$ cat config.mk
export PLATFORM = sky130hd
export DESIGN_NAME = seg_scan_ctrl
export DESIGN_NICKNAME = d
export VERILOG_FILES = /design/src/rtl/seg_pkg.sv /design/src/rtl/seg_digit_decode.sv /design/src/rtl/seg_scan_ctrl.sv
export SDC_FILE = /design/constraint.sdc
export NUM_CORES = 1
export LEC_CHECK = 0
export ABC_AREA = 1
export BUFFER_PORTS_ARGS = -buffer_cell sky130_fd_sc_hd__buf_2
export CORE_ASPECT_RATIO = 0.8
export CORE_MARGIN = 4
export CORE_UTILIZATION = 46
export CTS_CLUSTER_SIZE = 25
export DETAILED_ROUTE_END_ITERATION = 16
export PLACE_DENSITY_LB_ADDON = 0.05
export SKIP_CTS_REPAIR_TIMING = 1
export SLEW_MARGIN = 20
export SYNTH_ARGS = -nofsm -noshare
export SYNTH_HDL_FRONTEND = slang
export SYNTH_HIERARCHICAL = 1
export SYNTH_SLANG_ARGS = --single-unit
$ cat constraint.sdc
create_clock -name clk_100MHz -period 4.25 [get_ports clk_100MHz]
set_clock_uncertainty 0.15 [all_clocks]
set_input_delay 0.2125 -clock clk_100MHz [delete_from_list [all_inputs] [get_ports clk_100MHz]]
set_output_delay 0.2125 -clock clk_100MHz [all_outputs]
set_load 0.01 [all_outputs]
$ cat src/rtl/seg_pkg.sv
// rtl/seg_pkg.sv - shared FSM encoding, scan positions and segment table for seg_scan_ctrl
package seg_pkg;

  typedef enum logic [2:0] {
    ST_IDLE,
    ST_LOAD,
    ST_CONV1,
    ST_CONV2,
    ST_COMMIT
  } state_t;

  localparam logic [2:0] POS_P1_TENS  = 3'd1;
  localparam logic [2:0] POS_P1_UNITS = 3'd2;
  localparam logic [2:0] POS_P2_TENS  = 3'd5;
  localparam logic [2:0] POS_P2_UNITS = 3'd6;

  localparam logic [6:0] SEG_BLANK = 7'h7F;

  // Active-low {g,f,e,d,c,b,a}; element 9 is listed first.
  localparam logic [9:0][6:0] SEG_TABLE = {
    7'h10, 7'h00, 7'h78, 7'h02, 7'h12, 7'h19, 7'h30, 7'h24, 7'h79, 7'h40
  };

  function automatic logic [7:0] anode_sel_n(input logic [2:0] pos);
    return ~(8'h01 << pos);
  endfunction

endpackage

$ cat src/rtl/seg_digit_decode.sv
// rtl/seg_digit_decode.sv - combinational BCD digit to active-low seven-segment decoder
module seg_digit_decode
  import seg_pkg::*;
(
  input  logic [3:0] digit,
  input  logic       blank,
  output logic [6:0] seg
);

  always_comb begin
    seg = SEG_BLANK;
    if (!blank && (digit <= 4'd9)) begin
      seg = SEG_TABLE[digit];
    end
  end

endmodule

$ cat src/rtl/seg_scan_ctrl.sv
// rtl/seg_scan_ctrl.sv - two-player score display: binary-to-BCD conversion FSM and 8-digit scan
module seg_scan_ctrl
  import seg_pkg::*;
#(
  parameter int SCAN_DIV = 100000,
  parameter bit LZ_BLANK = 1'b1
) (
  input  logic       clk_100MHz,
  input  logic       rst_n,
  input  logic [5:0] wins1,
  input  logic [5:0] wins2,
  input  logic       upd_req,
  output logic       upd_ack,
  output logic       busy,
  output logic [7:0] anode,
  output logic [6:0] segment
);

  localparam int PRES_W = (SCAN_DIV > 1) ? $clog2(SCAN_DIV) : 1;

  logic [PRES_W-1:0] pres_q, pres_d;
  logic [2:0]        idx_q, idx_d;
  state_t            state_q, state_d;
  logic [5:0]        rem1_q, rem1_d, rem2_q, rem2_d;
  logic [2:0]        tens1_q, tens1_d, tens2_q, tens2_d;
  logic [2:0]        disp_t1_q, disp_t1_d, disp_t2_q, disp_t2_d;
  logic [3:0]        disp_u1_q, disp_u1_d, disp_u2_q, disp_u2_d;
  logic              upd_ack_q, upd_ack_d, busy_q, busy_d;
  logic [7:0]        anode_q, anode_d;
  logic [6:0]        segment_q, segment_d;

  logic              tick;
  logic [3:0]        dec_digit;
  logic              dec_blank;
  logic [6:0]        dec_seg;
  logic [7:0]        an_sel;

  assign tick = (pres_q == PRES_W'(SCAN_DIV - 1));

  always_comb begin
    pres_d = tick ? '0 : pres_q + PRES_W'(1);
    idx_d  = tick ? idx_q + 3'd1 : idx_q;
  end

  // Digit selection looks at the index being entered so the registered outputs track it.
  always_comb begin
    dec_digit = 4'd0;
    dec_blank = 1'b1;
    an_sel    = 8'hFF;
    case (idx_d)
      POS_P1_TENS: begin
        dec_digit = {1'b0, disp_t1_q};
        dec_blank = LZ_BLANK && (disp_t1_q == 3'd0);
        an_sel    = anode_sel_n(idx_d);
      end
      POS_P1_UNITS: begin
        dec_digit = disp_u1_q;
        dec_blank = 1'b0;
        an_sel    = anode_sel_n(idx_d);
      end
      POS_P2_TENS: begin
        dec_digit = {1'b0, disp_t2_q};
        dec_blank = LZ_BLANK && (disp_t2_q == 3'd0);
        an_sel    = anode_sel_n(idx_d);
      end
      POS_P2_UNITS: begin
        dec_digit = disp_u2_q;
        dec_blank = 1'b0;
        an_sel    = anode_sel_n(idx_d);
      end
      default: ;
    endcase
  end

  seg_digit_decode u_decode (
    .digit (dec_digit),
    .blank (dec_blank),
    .seg   (dec_seg)
  );

  always_comb begin
    anode_d   = tick ? an_sel : anode_q;
    segment_d = tick ? dec_seg : segment_q;
  end

  // Conversion by repeated subtraction of 10; display registers change only in COMMIT.
  always_comb begin
    state_d   = state_q;
    rem1_d    = rem1_q;
    rem2_d    = rem2_q;
    tens1_d   = tens1_q;
    tens2_d   = tens2_q;
    disp_t1_d = disp_t1_q;
    disp_u1_d = disp_u1_q;
    disp_t2_d = disp_t2_q;
    disp_u2_d = disp_u2_q;
    upd_ack_d = 1'b0;
    busy_d    = busy_q;
    case (state_q)
      ST_IDLE: begin
        if (upd_req) begin
          state_d = ST_LOAD;
          busy_d  = 1'b1;
        end
      end
      ST_LOAD: begin
        rem1_d  = wins1;
        rem2_d  = wins2;
        tens1_d = 3'd0;
        tens2_d = 3'd0;
        state_d = ST_CONV1;
      end
      ST_CONV1: begin
        if (rem1_q >= 6'd10) begin
          rem1_d  = rem1_q - 6'd10;
          tens1_d = tens1_q + 3'd1;
        end else begin
          state_d = ST_CONV2;
        end
      end
      ST_CONV2: begin
        if (rem2_q >= 6'd10) begin
          rem2_d  = rem2_q - 6'd10;
          tens2_d = tens2_q + 3'd1;
        end else begin
          state_d   = ST_COMMIT;
          upd_ack_d = 1'b1;
        end
      end
      ST_COMMIT: begin
        disp_t1_d = tens1_q;
        disp_u1_d = rem1_q[3:0];
        disp_t2_d = tens2_q;
        disp_u2_d = rem2_q[3:0];
        busy_d    = 1'b0;
        state_d   = ST_IDLE;
      end
      default: state_d = ST_IDLE;
    endcase
  end

  always_ff @(posedge clk_100MHz) begin
    if (!rst_n) begin
      pres_q    <= '0;
      idx_q     <= 3'd0;
      state_q   <= ST_IDLE;
      rem1_q    <= 6'd0;
      rem2_q    <= 6'd0;
      tens1_q   <= 3'd0;
      tens2_q   <= 3'd0;
      disp_t1_q <= 3'd0;
      disp_u1_q <= 4'd0;
      disp_t2_q <= 3'd0;
      disp_u2_q <= 4'd0;
      upd_ack_q <= 1'b0;
      busy_q    <= 1'b0;
      anode_q   <= 8'hFF;
      segment_q <= SEG_BLANK;
    end else begin
      pres_q    <= pres_d;
      idx_q     <= idx_d;
      state_q   <= state_d;
      rem1_q    <= rem1_d;
      rem2_q    <= rem2_d;
      tens1_q   <= tens1_d;
      tens2_q   <= tens2_d;
      disp_t1_q <= disp_t1_d;
      disp_u1_q <= disp_u1_d;
      disp_t2_q <= disp_t2_d;
      disp_u2_q <= disp_u2_d;
      upd_ack_q <= upd_ack_d;
      busy_q    <= busy_d;
      anode_q   <= anode_d;
      segment_q <= segment_d;
    end
  end

  assign upd_ack = upd_ack_q;
  assign busy    = busy_q;
  assign anode   = anode_q;
  assign segment = segment_q;

endmodule

After elaboration in Yosys (flattened, before gate mapping)
Memory sizes are Yosys's and may differ from the RTL's.
Cells that the tools add are included.
{"block": "totals", "memories": 1, "input_bits": 15, "wordCells": 80, "rom_bits": 112, "out_inout_bits": 17, "regBits": 72}
{"name": "(no name shown)", "words": 16, "width": 7, "read_ports": 1, "rd_clocked_by_memory_dff": 0, "write_ports": 0, "line_no": "seg_digit_decode.sv:13", "rtl": "seg = SEG_TABLE[digit];"}
{"block": "classes", "bitwise": 2, "n_reduce_logical": 16, "eq_ne": 14, "order_cmp": 4, "n_mux": 21, "add_sub_neg": 6, "shift": 1}
{"operator": "6-bit one-hot mux with 2 select lines", "count": 2}
{"operator": "3-bit two-way mux", "count": 6}
{"operator": "17-bit by 1-bit adder with 17-bit output, second input constant", "count": 1}
{"operator": "17-bit == test, second input constant", "count": 1}
{"operator": "4-bit one-hot mux with 4 select lines", "count": 1}
{"operator": "7-bit two-way mux", "count": 2}
{"operator": "6-bit by 4-bit >= comparator with 1-bit output, second input constant", "count": 2}
{"operator": "6-bit two-way mux", "count": 2}
{"operator": "3-bit one-hot mux with 2 select lines", "count": 2}
{"operator": "3-bit one-hot mux with 4 select lines", "count": 1}
{"operator": "6-bit by 4-bit subtractor with 6-bit output, second input constant", "count": 2}
{"operator": "2-bit != test, second input constant", "count": 5}
{"operator": "3-bit by 1-bit adder with 3-bit output, second input constant", "count": 3}
{"operator": "3-bit by 2-bit == test with 1-bit output, second input constant", "count": 3}
{"operator": "3-bit == test, second input constant", "count": 3}
{"operator": "3-bit logical NOT", "count": 3}
{"operator": "8-bit two-way mux", "count": 1}
{"operator": "8-bit NOT", "count": 1}
{"operator": "2-bit AND reduction", "count": 4}
{"operator": "1-bit by 3-bit left shift with 8-bit output, first input constant", "count": 1}
{"operator": "3-bit by 1-bit == test with 1-bit output, second input constant", "count": 2}
{"operator": "2-bit nonzero test", "count": 3}
{"operator": "4-bit by 5-bit less-than comparator with 1-bit output, second input constant", "count": 1}
{"operator": "4-bit less-or-equal comparator, second input constant", "count": 1}
{"operator": "9 further kinds", "count": 11}

Depth between registers and ports, before layout
Gate-level depths: netlist of the first run.
{"block": "depth", "ltp_word": 8, "ltp_mapped": 22, "depth_no_buf": 21}

Modules after synthesis
Netlist of the first run, hierarchy kept.
{"mod": "seg_scan_ctrl", "area_each_um2": 3178.0, "cells_per_inst": 429, "seq_area_each_um2": 1361.3, "n_inst": 1}
{"mod": "seg_digit_decode", "area_each_um2": 240.2, "cells_per_inst": 40, "seq_area_each_um2": 0.0, "n_inst": 1}

Worst setup path before layout of the first run
OpenSTA, ideal clock, no wires.
{"block": "synth_path", "path_kind": "register -> register", "from": "register pres_q[0]", "to": "register segment_q[0] (netlist: segment[0])", "path_buffers": 1, "arrival_time_ns": 2.825, "path_stages_with_launch": 18, "synth_period_minus_slack_ns": 3.092, "setup_time_ns": 0.117, "required_ns": 3.983, "slack_ns": 1.158, "path_cell_list": "dfxtp_1 -> ha_1 -> nand3_2 -> nor2_1 -> nand3_2 -> xor2_1 -> ha_1 -> clkbuf_1 -> nand3_1 -> nand2_1 -> nor2_1 -> nor2_1 -> inv_1 -> ha_1 -> or2_1 -> nand3_1 -> nand3_1 -> o22a_1"}
{"block": "synth_via", "word_cells_on_any_way": 15, "cone_classes": "1 x order compare; 5 x eq/ne; 5 x mux; 3 x reduce/logical; 1 x memory"}
{"element": "from (decl)", "line_no": "seg_scan_ctrl.sv:21", "rtl": "logic [PRES_W-1:0] pres_q, pres_d;"}
{"element": "from (signal assigned)", "line_no": "seg_scan_ctrl.sv:160", "rtl": "pres_q <= pres_d;"}
{"element": "17-bit == test (*)", "line_no": "seg_scan_ctrl.sv:38", "rtl": "assign tick = (pres_q == PRES_W'(SCAN_DIV - 1));"}
{"element": "3-bit two-way mux (*)", "line_no": "seg_scan_ctrl.sv:42", "rtl": "idx_d = tick ? idx_q + 3'd1 : idx_q;"}
{"element": "3-bit == test (tied with other cells)", "line_no": "seg_scan_ctrl.sv:50", "rtl": "case (idx_d)"}
{"element": "4-bit one-hot mux with 4 select lines (*)", "line_no": "seg_scan_ctrl.sv:50"}
{"element": "named net dec_digit[1]", "line_no": "seg_scan_ctrl.sv:33", "rtl": "logic [3:0] dec_digit;"}
{"element": "memory read 16 x 7 bit / 4-bit less-or-equal comparator (equally long branches)"}
{"element": "7-bit two-way mux (implied by the code) / 1-bit logical AND (equally long branches)", "line_no": "seg_digit_decode.sv:13, seg_digit_decode.sv:12"}
{"element": "7-bit two-way mux (*)", "line_no": "seg_digit_decode.sv:12", "rtl": "if (!blank && (digit <= 4'd9)) begin"}
{"element": "named net dec_seg[0]", "line_no": "seg_scan_ctrl.sv:35", "rtl": "logic [6:0] dec_seg;"}
{"element": "to (signal assigned)", "line_no": "seg_scan_ctrl.sv:174", "rtl": "segment_q <= segment_d;"}
{"element": "to (decl)", "line_no": "seg_scan_ctrl.sv:30", "rtl": "logic [6:0] segment_q, segment_d;"}
Mark *: on every way through the listed nets, which the timed path passes. The rest lies on a longest branch. The select of a mux whose other input is x is not followed.
A chain may end at the register's enable or synchronous reset.

Worst setup path after layout of the first run
{"block": "layout_path", "from": "register pres_q[0]", "to": "register segment_q[3] (netlist: segment[3])"}
The elaborated chain is that of the path after synthesis.

==> results of run 1 <==
power breakdown:
group          leakage, nW  switching (mW)  internal, mW
combinational        0.902           0.183        0.0982
sequential           0.552          0.0455         0.698
clock               0.0937           0.228         0.260
total                 1.55           0.457          1.06
cell type report:
cell class	instances	area, um^2
timing repair buffer	31	175.2
sequential	68	1361
clock inverter	1	5.005
multi-input combinational	327	1739
inverter	61	229.0
fill	713	3266
clock buffer	15	176.4
tap	87	108.9
state kept, by name (all words and copies together), names as in the netlist:
register,count
busy,1
disp_u1_q,4
idx_q,3
pres_q,17
tens2_q,3
segment,7
rem1_q,6
disp_u2_q,4
tens1_q,3
state_q,3
disp_t2_q,3
anode,4
upd_ack,1
rem2_q,6
disp_t1_q,3
cells in the final DEF (no fill, tap or decap), types with 12 or more instances in the layout:
| cell type | count |
|---|---|
| ha_1 | 13 |
| nand3_1 | 44 |
| nor2_1 | 57 |
| buf_2 | 27 |
| o21ai_0 | 38 |
| nand2_1 | 66 |
| nor3_1 | 17 |
| clkbuf_8 | 12 |
| inv_1 | 56 |
| dfxtp_1 | 68 |
| a21oi_1 | 29 |
logic make-up (layout without fill, tap and decap cells):
| kind of cell | after synthesis | count (layout) | share of synthesized area |
|---|---|---|---|
| buf+inv | 77 | 108 | 0.09627 |
| other cells | 1 | 4 | 0.001097 |
| compound gates | 86 | 86 | 0.1365 |
| xor+xnor | 8 | 8 | 0.02050 |
| flops | 68 | 68 | 0.3982 |
| simple gates | 216 | 216 | 0.2998 |
| fa+ha+maj | 13 | 13 | 0.04759 |
through the flow:
step                      cells  instance area (um^2)  worst slack, ns  utilization
after detailed placement    570                  3573           0.8838       0.5061
final                       590                  3795           0.8652       0.5375
after floorplan             472                  3430            1.158            -
after global placement      570                  3573           0.9902       0.5061
after CTS                   586                  3755           0.8693       0.5318
after global routing        590                  3795           0.4315       0.5375
worst paths after layout:
check / to / cells past startpoint
min reg2reg: rem2_q[0] / 2
max reg2reg: segment[3] / 16
max: segment[3] / 16
min: rem2_q[5] / 3
per-layer routing:
layer / share of wire / global-route usage
met1: 0.52 / 0.2284
met2: 0.43 / 0.2626
met3: 0.038 / 0.05247
met4: 0.0066 / 0.04710
met5: 0 / 0
critical path, cell delays in order (launching register included):
cell	delay, ns
dfxtp_1	0.38
ha_1	0.22
nand3_2	0.14
nor2_1	0.23
nand3_2	0.18
xor2_1	0.27
ha_1	0.35
nand3_1	0.11
nand2_1	0.09
nor2_1	0.05
nor2_1	0.22
inv_1	0.13
ha_1	0.22
or2_1	0.24
nand3_1	0.07
nand3_1	0.06
o22a_1	0.17
==> results.ini, run 1 <==
[worst_setup_path]
path_class = flop to flop
cp_data_required_time_ns = 4.34
crit_start = pres_q[0]
path_max_fanout = 8
worstReg2RegStart = pres_q[0]
worstSetupEndpointType = flop
reg2reg_slack_ns = 0.87
start_kind = flop
arrival_ns = 3.47

[power]
peakVddDrop_uv = 175.9
total_leakage_power_nw = 1.548
power_mw = 1.513
cellPowerDensity_mw_per_mm2 = 398.7

[min_path]
worstHoldStart = wins2[5]
min_path_type = primary input to flop

[detailed_routing]
vias_per_cell = 5.019
dr.first_iter.drc_count = 103
routed_wl_mm = 7.239
vias = 2961
routedWlPerCell_um = 12.27
antenna_left = 0
drc_errors = 0
drt-pass1-iter-count = 4

[synth]
ys_warn_count = 6
synth_enable_flop_cells = 0
synth-seq-cells = 68
yosysSeqAreaShare = 0.3982
syn_inst = 469
synth_area_leaders = dfxtp_1 40%, nand2_1 7.2%, nand3_1 6.4%
yosys.area.top_type = dfxtp_1
synth.cell_area_mm2 = 0.003418
syn_avg_cell_area_um2 = 7.288
synth_cell_types = 36
synth_top_area_share = 0.3982
synth_common_cells = 68 x dfxtp_1, 66 x nand2_1, 57 x nor2_1, 56 x inv_1, 44 x nand3_1
synth-async-reset-ratio = 0
yosysMostFrequentCell = dfxtp_1
ys.flop_type = dfxtp_1

[timing]
finalCritPeriodShare = 0.7964
relSlewSlack = 0.6575
setup_viol = 0
final_hold_viol_count = 2
tns_ns = 0
tightest_slew_ns = 0.5119
holdWs_ns = -0.005964
min_period_ns = 3.385
rsz0062_at_grt = false
timing.fmax_mhz = 295.4
maxSlewViolCount = 0

[global_routing]
antenna_found_initial = 0
grt_pass1_vias = 2737
grt_overflow = 0
grt_use_total = 0.1694
grt_start_max_net_pins = 31
grt_pass1_wl_mm = 12.44

[outcome]
status = finished with violations
violations = negative hold slack

[die]
die_x_um = 104.4
core.rowCount = 27
die_height_um = 85.10
dieArea_mm2 = 0.008883
core_mm2 = 0.007061
start_util = 0.4841
io-pin-count = 32

[cts]
cts_buffers = 9
cts_tree = yes
root_buffer = clkbuf_8
clockBufferDepth = 2
numClockSinks = 68
htreeDepth = 3
path_clk_slew_ns = 0.07
clk_latency_ns = 0.34

[finish]
diodes = 0
nets = 526
drive_gt1_frac = 0.1292
area_delta_synth_final_pct = 11.02

[placement]
gp_congestion = 0.7990
io_buffers = 27
hpwlAfterDp_mm = 5.321

[run]
max_cap_viol_count = 0

Note: power is estimated with default switching activity, not from simulation.
==> run 2, diff against run 1 <==
Clock period 4.25 ns to 2.8 ns, I/O delays scaled along.
==> run 2 against run 1 <==
The run now ends clean. Final cell count increased by 6.1%. Highest routed layer unchanged. Via count rose by 7.6%. Sequential power up 52%.
==> results.ini, run 2 (synthesis results as in run 1) <==
[outcome]
status = finished clean  ; was finished with violations

[finish]
seq_area_mm2 = 0.001366  ; was 0.001361 mm^2
fin_area_mm2 = 0.004374  ; was 0.003795 mm^2
multi_input_area_mm2 = 0.001993  ; was 0.001739 mm^2
top_register = pres_q  ; unchanged
final_common_cell = dfxtp_1  ; unchanged
final_core_util = 0.6195  ; was 0.5375
diodes = 0  ; unchanged
largest_reg_flops = 17  ; unchanged
nets = 562  ; was 526
fin_cells = 626  ; was 590
drive_gt1_frac = 0.2672  ; was 0.1292
fill_cells = 663  ; was 713
area_delta_synth_final_pct = 27.97  ; was 11.02%
most-common-layout-cells = 64 x dfxtp_1, 59 x nand2_1, 52 x inv_1, 45 x nor2_1  ; was 68 x dfxtp_1, 66 x nand2_1, 57 x nor2_1, 56 x inv_1, 44 x nand3_1

[global_routing]
antenna_found_initial = 0  ; unchanged
grt_use_total = 0.1810  ; was 0.1694
grt_overflow = 0  ; unchanged
grt_pass1_vias = 2925  ; was 2737
grt_pass1_wl_mm = 13.33  ; was 12.44 mm
grt_start_max_net_pins = 30  ; was 31

[die]
core.rowCount = 27  ; unchanged
io-pin-count = 32  ; unchanged
dieArea_mm2 = 0.008883  ; unchanged
core_mm2 = 0.007061  ; unchanged
die_height_um = 85.10  ; unchanged
die_x_um = 104.4  ; unchanged
start_util = 0.4841  ; unchanged

[detailed_routing]
vias = 3187  ; was 2961
drt-pass1-iter-count = 4  ; unchanged
antenna_left = 0  ; unchanged
drc_errors = 0  ; unchanged
dr.first_iter.drc_count = 190  ; was 103
vias_per_cell = 5.091  ; was 5.019
routedWlPerCell_um = 12.79  ; was 12.27 um
routed_wl_mm = 8.008  ; was 7.239 mm

[cts]
cts_buffers = 9  ; unchanged
path_clk_slew_ns = 0.08  ; was 0.07 ns
htreeDepth = 3  ; unchanged
cts_tree = yes  ; unchanged
numClockSinks = 68  ; unchanged
root_buffer = clkbuf_8  ; unchanged
clk_latency_ns = 0.34  ; about the same
clockBufferDepth = 2  ; unchanged

[placement]
pre_cts_slack_ns = -0.2433  ; was 0.8838 ns
dp.cells = 599  ; was 570
gp_congestion = 0.8399  ; was 0.7990
placed_area_mm2 = 0.003829  ; was 0.003573 mm^2
hpwlAfterDp_mm = 5.622  ; was 5.321 mm
io_buffers = 27  ; unchanged

[run]
max_cap_viol_count = 0  ; unchanged

[worst_setup_path]
start_kind = flop  ; unchanged
r2r_cells = 17  ; was 16
path_max_fanout = 7  ; was 8
path_class = flop to flop  ; unchanged
worstReg2RegStart = pres_q[1]  ; was pres_q[0]
cp_data_required_time_ns = 2.89  ; was 4.34 ns
crit_start = pres_q[1]  ; was pres_q[0]
worstSetupEndpointType = flop  ; unchanged
arrival_ns = 2.86  ; was 3.47 ns

[power]
cellPowerDensity_mw_per_mm2 = 558.7  ; was 398.7 mW/mm^2
total_leakage_power_nw = 1.754  ; was 1.548 nW
peakVddDrop_uv = 366.4  ; was 175.9 uV

[min_path]
hold_depth = 5  ; was 3
min_path_type = primary input to flop  ; unchanged
worstHoldStart = wins1[5]  ; was wins2[5]

[timing]
min_period_ns = 2.769  ; was 3.385 ns
maxSlewViolCount = 0  ; unchanged
finalCritPeriodShare = 0.9888  ; was 0.7964
setup_viol = 0  ; unchanged
rsz0062_at_grt = true  ; was false
finalWorstSetupSlack_ns = 0.03130  ; was 0.8652 ns
holdWs_ns = 0.009616  ; was -0.005964 ns
final_hold_viol_count = 0  ; was 2
timing.fmax_mhz = 361.2  ; was 295.4 MHz

run 2: cell type report:
cell class	count	share of cell area
timing repair buffer	67	0.1041
clock inverter	6	0.02031
clock buffer	10	0.02918
inverter	61	0.05349
tap	87	0.02489
sequential	68	0.3124
multi-input combinational	327	0.4557
run 2: worst max-delay path: stages, from the launching register on:
cell     delay [ns]
dfxtp_2        0.36
ha_4           0.15
nand3_4        0.11
nor2_4         0.11
nand3_2        0.10
o21ai_2        0.21
buf_4          0.16
ha_4           0.18
nand3_1        0.08
nand2_1        0.08
nor2_2         0.05
nor2_4         0.16
inv_4          0.08
ha_4           0.16
or2_1          0.23
nand3_1        0.08
nand3_1        0.07
o22a_1         0.16
run 2: where the power goes:
group	internal (mW)	switching, mW	total [mW]
Clock	0.501	0.376	0.878
Sequential	1.06	0.0677	1.13
Combinational	0.160	0.278	0.438
Total	1.72	0.722	2.44
run 2: layer usage:
metal  routed length (um)  global-route usage  up-vias
met5                    0                   0        -
met4                   77             0.04710        0
met3                  291             0.04943        8
met2                 3539              0.2726       42
met1                 4099              0.2557     1473
li1                     -                   -     1664
run 2: stage by stage:
stage | total power, mW | TNS [ns]
6_report | 2.444 | 0
3_5_place_dp | 1.575 | -1.284
3_3_place_gp | 1.565 | -0.3425
2_1_floorplan | 1.471 | 0
4_1_cts | 2.461 | -1.513
5_1_grt | 2.604 | -0.6640
run 2: final timing paths:
check / to / slack [ns]
worst max-delay path: segment[3] / 0.03
worst min-delay path: rem1_q[5] / 0.01
worst max register to register: segment[3] / 0.03
worst min register to register: rem2_q[0] / 0.31
==> run 3, diff against run 2 <==
Clock period 2.8 ns to 2.3 ns, I/O delays scaled along.
==> run 3 against run 2 <==
The run now ends with negative setup slack left. Sequential cell count unchanged. Worst setup slack got worse by 0.50 ns. Hold slack improved by 0.0092 ns. Final area increased by 5.6%. Critical endpoint is now segment[0].
==> results.ini, run 3 (synthesis results as in run 1) <==
[outcome]
status = finished with violations  ; was finished clean
violations = negative setup slack

[worst_setup_path]
arrival_ns = 2.85  ; was 2.86 ns
path_class = flop to flop  ; unchanged
worstSetupEndpointType = flop  ; unchanged
max_stage_delay_ns = 0.35  ; was 0.36 ns
cp_slowest_cell = dfxtp_2  ; unchanged
start_kind = flop  ; unchanged
path_max_fanout = 7  ; unchanged
cp_cell_sequence = ha_4 -> nand3_4 -> nor2_4 -> nand3_4 -> xor2_4 -> inv_2 -> ha_4 -> nand3_2 -> nand2_2 -> nor2_4 -> nor2_4 -> inv_4 -> ha_4 -> or2_4 -> nand3_2 -> nand3_1 -> o22a_1  ; was ha_4 -> nand3_4 -> nor2_4 -> nand3_2 -> o21ai_2 -> buf_4 -> ha_4 -> nand3_1 -> nand2_1 -> nor2_2 -> nor2_4 -> inv_4 -> ha_4 -> or2_1 -> nand3_1 -> nand3_1 -> o22a_1
crit_start = pres_q[0]  ; was pres_q[1]
cp_data_required_time_ns = 2.38  ; was 2.89 ns
worstReg2RegStart = pres_q[0]  ; was pres_q[1]

[power]
total_leakage_power_nw = 1.856  ; was 1.754 nW
cellPowerDensity_mw_per_mm2 = 648.5  ; was 558.7 mW/mm^2
peakVddDrop_uv = 488.9  ; was 366.4 uV

[die]
start_util = 0.4841  ; unchanged
core.rowCount = 27  ; unchanged
die_height_um = 85.10  ; unchanged
dieArea_mm2 = 0.008883  ; unchanged
core_mm2 = 0.007061  ; unchanged
die_x_um = 104.4  ; unchanged
io-pin-count = 32  ; unchanged

[placement]
gp_congestion = 0.7905  ; was 0.8399
io_buffers = 27  ; unchanged
placed_area_mm2 = 0.003974  ; was 0.003829 mm^2
pre_cts_slack_ns = -0.6448  ; was -0.2433 ns
hpwlAfterDp_mm = 5.560  ; was 5.622 mm

[cts]
clk_latency_ns = 0.34  ; about the same
clockBufferDepth = 2  ; unchanged
path_clk_slew_ns = 0.07  ; was 0.08 ns
cts_buffers = 9  ; unchanged
numClockSinks = 68  ; unchanged
cts_tree = yes  ; unchanged
root_buffer = clkbuf_8  ; unchanged
htreeDepth = 3  ; unchanged

[finish]
nets = 581  ; was 562
most-common-layout-cells = 64 x dfxtp_1, 56 x nand2_1, 48 x buf_4, 47 x inv_1, 47 x nor2_1  ; was 64 x dfxtp_1, 59 x nand2_1, 52 x inv_1, 45 x nor2_1
area_delta_synth_final_pct = 35.10  ; was 27.97%
drive_gt1_frac = 0.3172  ; was 0.2672
largest_reg_flops = 17  ; unchanged
final_common_cell = dfxtp_1  ; unchanged
top_register = pres_q  ; unchanged
diodes = 0  ; unchanged
fin_area_mm2 = 0.004618  ; was 0.004374 mm^2

[detailed_routing]
dr.first_iter.drc_count = 134  ; was 190
vias_per_cell = 5.040  ; was 5.091
antenna_left = 0  ; unchanged
routedWlPerCell_um = 12.59  ; was 12.79 um
drc_errors = 0  ; unchanged
drt-pass1-iter-count = 4  ; unchanged
vias = 3251  ; was 3187
routed_wl_mm = 8.123  ; was 8.008 mm

[timing]
rsz0062_at_grt = true  ; unchanged
min_period_ns = 2.764  ; was 2.769 ns
setup_viol = 7  ; was 0
maxSlewViolCount = 0  ; unchanged
tightest_slew_ns = 0.5015
final_hold_viol_count = 0  ; unchanged
relSlewSlack = 0.6656
finalCritPeriodShare = 1.202  ; was 0.9888
timing.fmax_mhz = 361.8  ; was 361.2 MHz
finalWorstSetupSlack_ns = -0.4638  ; was 0.03130 ns

[min_path]
min_path_type = primary input to flop  ; unchanged
worstHoldStart = wins1[1]  ; was wins1[5]

[global_routing]
grt_pass1_vias = 2903  ; was 2925
grt_start_max_net_pins = 31  ; was 30
grt_use_total = 0.1810  ; about the same
grt_overflow = 0  ; unchanged
grt_pass1_wl_mm = 13.32  ; was 13.33 mm
antenna_found_initial = 0  ; unchanged

[run]
max_cap_viol_count = 0  ; unchanged

run 3: cell count changes in the layout (fill, tap and decap cells not counted), moves of 2 or more:
cell	delta
nand3_1	-7
clkbuf_8	+4
nand3_2	+7
inv_2	+3
inv_1	-5
inv_4	+2
nand2_4	+2
buf_4	+16
nor2_1	+2
nor2_2	-5
nand2_1	-3
nor2_4	+3
run 3: final timing paths:
kind | end | slack (ns) | cells past startpoint
max | segment[0] | -0.46 | 17
min | rem1_q[1] | 0.02 | 5
max reg2reg | segment[0] | -0.46 | 17
min reg2reg | rem2_q[0] | 0.31 | 2
run 3: power by group:
part | internal [mW] | leakage (nW) | switching, mW
Sequential | 1.29 | 0.554 | 0.0822
Clock | 0.618 | 0.112 | 0.452
Combinational | 0.207 | 1.19 | 0.345
run 3: area by class of cell:
class	count	area, um^2
timing repair buffer	86	616.8
clock buffer	13	178.9
inverter	61	239.0
sequential	68	1366
tap	87	108.9
fill	615	2442
multi-input combinational	327	2066
clock inverter	3	42.54
run 3: through the flow:
step,hold slack (ns),cells,power [mW],setup TNS (ns),util
floorplan,0.09990,472,1.794,-2.472,-
global placement,0.1904,611,1.919,-3.162,0.5628
detailed placement,0.2100,611,1.932,-3.642,0.5628
CTS,-0.1484,627,3.001,-3.866,0.5942
global route,0.04867,645,3.178,-4.089,0.6541
finish,0.01886,645,2.995,-2.940,0.6541
run 3: worst max-delay path: cells and delay by family, from the launching register on:
family	cells	cell delay, ns
flip-flops	1	0.35
AND/OR/NAND/NOR	10	1.13
adder cells (fa/ha/maj)	3	0.50
XOR/XNOR	1	0.20
buffers and inverters	2	0.16
AO/OA/AOI/OAI	1	0.17
run 3: routing by layer:
metal  share of wire  up-vias  GRT usage
met5               0        -          0
met4           0.011        0    0.05435
met3           0.044       10    0.04411
met2            0.45       60     0.2790
met1            0.49     1470     0.2516
li1                -     1711          -
